**config.mk**
```make
export PLATFORM = sky130hd
export DESIGN_NAME = idex_hazard_ctrl
export DESIGN_NICKNAME = d
export VERILOG_FILES = /design/src/rtl/idex_hazard_ctrl.sv
export SDC_FILE = /design/constraint.sdc
export NUM_CORES = 1
export LEC_CHECK = 0
export BUFFER_PORTS_ARGS = -buffer_cell sky130_fd_sc_hd__buf_2
export CELL_PAD_IN_SITES_DETAIL_PLACEMENT = 2
export CELL_PAD_IN_SITES_GLOBAL_PLACEMENT = 2
export CORE_MARGIN = 5
export CORE_UTILIZATION = 28
export CTS_BUF_LIST = sky130_fd_sc_hd__clkbuf_4 sky130_fd_sc_hd__clkbuf_8 sky130_fd_sc_hd__clkbuf_16
export DETAILED_ROUTE_END_ITERATION = 7
export PLACE_DENSITY_LB_ADDON = 0.1
export SLEW_MARGIN = 15
export SYNTH_ARGS = -nofsm -noshare
export SYNTH_HDL_FRONTEND = slang
export SYNTH_SLANG_ARGS = --single-unit
```
**constraint.sdc**
```tcl
create_clock -name nclk -period 3.4 [get_ports nclk]
set_clock_uncertainty 0.1 [all_clocks]
set_input_delay 0.68 -clock nclk [delete_from_list [all_inputs] [get_ports nclk]]
set_output_delay 0.68 -clock nclk [all_outputs]
set_load 0.01 [all_outputs]
```
**src/rtl/idex_hazard_ctrl.sv**
```systemverilog
// Hazard/sequencing controller for the IF/ID and ID/EX pipeline registers.
// Handles load-use bubbles, taken-branch redirects and data-memory freezes, and counts stall and flush events.
module idex_hazard_ctrl #(
  parameter int unsigned LOAD_LAT   = 1,
  parameter int unsigned BR_PENALTY = 1
) (
  input  logic       nclk,
  input  logic       rst,
  input  logic       id_valid,
  input  logic [3:0] id_src1,
  input  logic       id_src1_used,
  input  logic [3:0] id_src2,
  input  logic       id_src2_used,
  input  logic       ex_valid,
  input  logic [3:0] ex_reg_dest,
  input  logic       ex_reg_write,
  input  logic       ex_rd_en,
  input  logic       ex_branch_taken,
  input  logic [7:0] ex_branch_target,
  input  logic       mem_busy,
  output logic       pc_stall,
  output logic       ifid_stall,
  output logic       ifid_flush,
  output logic       idex_stall,
  output logic       idex_flush,
  output logic       pc_load,
  output logic [7:0] pc_target,
  output logic [7:0] stall_cycles,
  output logic [7:0] flush_events,
  output logic [1:0] state
);

  typedef enum logic [1:0] {
    RUN        = 2'd0,
    LOAD_STALL = 2'd1,
    BR_FLUSH   = 2'd2
  } state_t;

  localparam logic [2:0] LOAD_CNT = 3'(LOAD_LAT - 1);
  localparam logic [2:0] BR_CNT   = 3'(BR_PENALTY);

  state_t     state_q, state_d;
  logic [2:0] cnt_q, cnt_d;
  logic       lu, br;

  assign lu = ex_valid & ex_rd_en & ex_reg_write & id_valid &
              ((id_src1_used & (id_src1 == ex_reg_dest)) |
               (id_src2_used & (id_src2 == ex_reg_dest)));
  assign br = ex_valid & ex_branch_taken;

  always_comb begin
    // NOTE: every signal gets a default before any branch, so no path can infer a latch.
    state_d    = state_q;
    cnt_d      = cnt_q;
    pc_stall   = 1'b0;
    ifid_stall = 1'b0;
    ifid_flush = 1'b0;
    idex_stall = 1'b0;
    idex_flush = 1'b0;
    pc_load    = 1'b0;
    if (!rst) begin
      if (mem_busy) begin
        pc_stall   = 1'b1;
        ifid_stall = 1'b1;
        idex_stall = 1'b1;
      end else if (br) begin
        pc_load    = 1'b1;
        ifid_flush = 1'b1;
        idex_flush = 1'b1;
        if (BR_PENALTY > 0) begin
          state_d = BR_FLUSH;
          cnt_d   = BR_CNT;
        end else begin
          state_d = RUN;
        end
      end else begin
        unique case (state_q)
          RUN: begin
            if (lu) begin
              pc_stall   = 1'b1;
              ifid_stall = 1'b1;
              idex_flush = 1'b1;
              if (LOAD_LAT > 1) begin
                state_d = LOAD_STALL;
                cnt_d   = LOAD_CNT;
              end
            end
          end
          LOAD_STALL: begin
            pc_stall   = 1'b1;
            ifid_stall = 1'b1;
            idex_flush = 1'b1;
            cnt_d      = cnt_q - 3'd1;
            if (cnt_q == 3'd1) state_d = RUN;
          end
          BR_FLUSH: begin
            ifid_flush = 1'b1;
            idex_flush = 1'b1;
            cnt_d      = cnt_q - 3'd1;
            if (cnt_q == 3'd1) state_d = RUN;
          end
          default: state_d = RUN;
        endcase
      end
    end
    pc_target = pc_load ? ex_branch_target : 8'h00;
  end

  // NOTE: sequential state uses non-blocking assignments so all registers update together on the edge.
  always_ff @(posedge nclk or posedge rst) begin
    if (rst) begin
      state_q      <= RUN;
      cnt_q        <= 3'd0;
      stall_cycles <= 8'd0;
      flush_events <= 8'd0;
    end else begin
      state_q <= state_d;
      cnt_q   <= cnt_d;
      if (pc_stall && stall_cycles != 8'hFF) stall_cycles <= stall_cycles + 8'd1;
      if (br && !mem_busy && flush_events != 8'hFF) flush_events <= flush_events + 8'd1;
    end
  end

  assign state = state_q;

endmodule
```
==> impl_results.md <==
- Inserted Diodes: 0
- Synth Register Bits: 20
- Ys async rst share: 1.000
- Cell Chain, Critical Path: buf_2 > a211oi_2 > nand2_1 > o32ai_4 > or2_2 > buf_2
- Most frequent cells in the layout: buf_2, dfrtp_1, xnor2_1
- Post-Synthesis Cell Area: 1261 µm²
- R2r endpoint: flush_events[1]
- Synth Area in Adders: 0.03968
- Worst-Skew Late Latency: approximately 0.25 ns
- Synth Area in XOR/XNOR: 0.1319
- CTS root buf: clkbuf_8
- Detailed Place HPWL: 3071 µm
- Critical path's largest stage delay: roughly 0.42 ns
- Critical Path Start Type: input port
- Core box area: 4354 µm²
- Hold EP: stall_cycles[5]
- Number of DRC markers in iteration 0: 17
- Critical path's top delay family: compound AO/OA/AOI/OAI gates
- Power Density: 516.6 nW/µm²
- Area leader, netlist: dfrtp_1
- Max Freq: 367.9 MHz
- Final net count: 216
- Initial Util: 0.2897
- RSZ-0062 raised after global routing: false
- Clock sink count: 20
- Worst-path clk slew: ~0.070 ns
- DIE HEIGHT: 77.12 µm
- Total Wirelength: around 3600 µm
- RR Startpoint: flush_events[0]
- Post-synth top area share: 0.3968
- MaxCap Viol Count: 0
- Fin. max-slew vios: 0
- Post-synthesis simple-gate area fraction: 0.2083
- Cts hold-fix bufs: 0
- Layout cell share with drive strength beyond 1: 0.4278
- EDFF count, synth: 0
- CTS tree: built
- Power, Total: 0.8520 mW
- Rel. slew slack: 0.4752
- WP data required: between 2 and 3 ns
- Hold Vio Cnt, Final: 0
- Synth area leaders: dfrtp_1, xnor2_1, and2_1, ha_1, nand2_1
- Max VDD drop: 317.7 µV
- Die area: 5947 µm²
- Largest net degree at the start of global routing: 21
- Row count: 24
- Critical path's slowest cell: o32ai_4
- CP Class: input port to primary output
- Worst path buffer plus inverter count: 2
- H-tree depth: 1
- Yosys cell types: 42
- Number of I/O pins: 62
- ANT nets after route: 0
- Compound-Gate Fraction of Synth Area: 0.1399
- Worst Tran Pin Value: 0.7863 ns
- First-pass GRT wire length: 6161 µm
- Post-synthesis sequential area ratio: 0.3968
- Net Sw Frac: 0.3643
- Syn Nets: 154
- Number of port buffers: 60
- GP Congestion: 0.6860
- FF-to-FF setup slack: 1.47 ns
- Antenna violations before repair: 0
- Internal: 0.5416 mW
- Largest family of logic cells by synthesized area: simple AND/OR/NAND/NOR gates
- Comb power frac: 0.361
- Lkg Pwr: 0.8189 nW
- Clock power frac: 0.180
- GRT overflow: 0
- Number of global-route vias before repair: 1269
- Via count: approximately 1100
- Top FF cell, synth: dfrtp_1
- Commonest non-fill, non-tap cell in the layout: buf_2
- TritonCTS Buffers: 3
- Post-synthesis mux area share: 0.04762
- CP Capture Type: primary output
- Crit-path max FO: 8
- Total Routing Usage GR: 0.1239
- Hold Path Class: register to register
- Period utilization: 0.7994
- R2R depth: 5
- Avg Inst Size Synth: around 11 µm²
- Crit-path most repeated cell: buf_2
- WHS Path Cells: 1
- Area grow syn2layout: 30.75%
- Util after Layout: 0.3787
- Max Root-Sink Buffers: 2
- Vias per cell: 4.793
- Switching pwr: 0.3103 mW
- Final count of negative-setup-slack endpoints: 0
- Post_cts resized: 0
- Hold path startpoint: stall_cycles[5]
- Cells after Synth: 120
- Min Clock Period, post-route: 2.718 ns
- DR pass1 iterations: 2
- Seq pwr share: 0.459
- Die width: slightly below 80 µm
- Drt drc: 0
- Outcome: completed
- TNS Setup: 0 ns
- DR WL/cell: 15.56 µm
- Post-CTS setup buffers: 0
- YS warnings: 0
- Critical Path AT: approximately 1.9 ns
==> metal layers <==
metal / wire length (µm) / part of all wire / GRT usage / vias up
li1: - / - / - / 542
met1: 1457 / 0.40 / 0.1414 / 542
met2: 1946 / 0.54 / 0.2284 / 26
met3: 194 / 0.054 / 0.03747 / 2
met4: 13 / 0.0036 / 0.02062 / 0
met5: 0 / 0 / 0 / -
==> flip-flops by register name (all words and copies together), names as in the netlist <==
| name | count |
|---|---|
| cnt_q | 3 |
| flush_events | 8 |
| state | 1 |
| stall_cycles | 8 |
==> worst max-delay path by stage <==
| stage | from | to | slack [ns] | cells after the start |
|---|---|---|---|---|
| 2_1_floorplan | id_src1[2] | pc_stall | 0.89 | 5 |
| 4_1_cts | rst | pc_stall | 0.65 | 6 |
| 3_5_place_dp | rst | pc_stall | 0.66 | 6 |
| 6_report | rst | pc_stall | 0.68 | 6 |
| 3_3_place_gp | id_src1[2] | pc_stall | 0.70 | 6 |
| 5_1_grt | rst | pc_stall | 0.53 | 6 |
==> cells by family after synthesis <==
kind of cell | Yosys count
compound gates | 17
xor+xnor | 19
fa+ha+maj | 4
buf+inv | 8
flops | 20
mux | 5
other cells | 1
simple gates | 46
==> cell usage after synthesis, drive strengths merged (2+ instances only) <==
library cell and instances:
and2 9, o21ai 2, a211oi 2, nand2 11, dfrtp 20, and3 4, buf 3, mux2 5
xnor2 17, inv 4, xor2 2, nor2 3, ha 4, a311oi 2, nor3 3, o211ai 4
nand3 4, nand4 4
==> metrics by stage <==
step	hold slack (ns)	area (µm²)	setup WS, ns	instances
2_1_floorplan	0.3970	1261	0.8854	120
3_3_place_gp	0.3838	1608	0.7005	229
3_5_place_dp	0.4035	1608	0.6610	229
4_1_cts	0.4187	1649	0.6513	232
5_1_grt	0.4371	1649	0.5261	232
6_report	0.4140	1649	0.6822	232
==> final cells by class <==
class,instances,area [µm²]
Inverter,4,15.01
Tap cell,52,65.06
Clock buffer,3,41.29
Multi-Input combinational cell,92,719.4
Fill cell,501,2705
Timing Repair Buffer,61,307.8
Sequential cell,20,500.5
==> power groups by stage <==
stage | clock network [mW] | registers, mW | logic (mW)
floorplan | 0 | 0.408 | 0.160
global placement | 0 | 0.388 | 0.299
detailed placement | 0 | 0.399 | 0.318
CTS | 0.165 | 0.394 | 0.320
global route | 0.176 | 0.406 | 0.349
finish | 0.154 | 0.391 | 0.307
(Power assumes the default switching activity.)
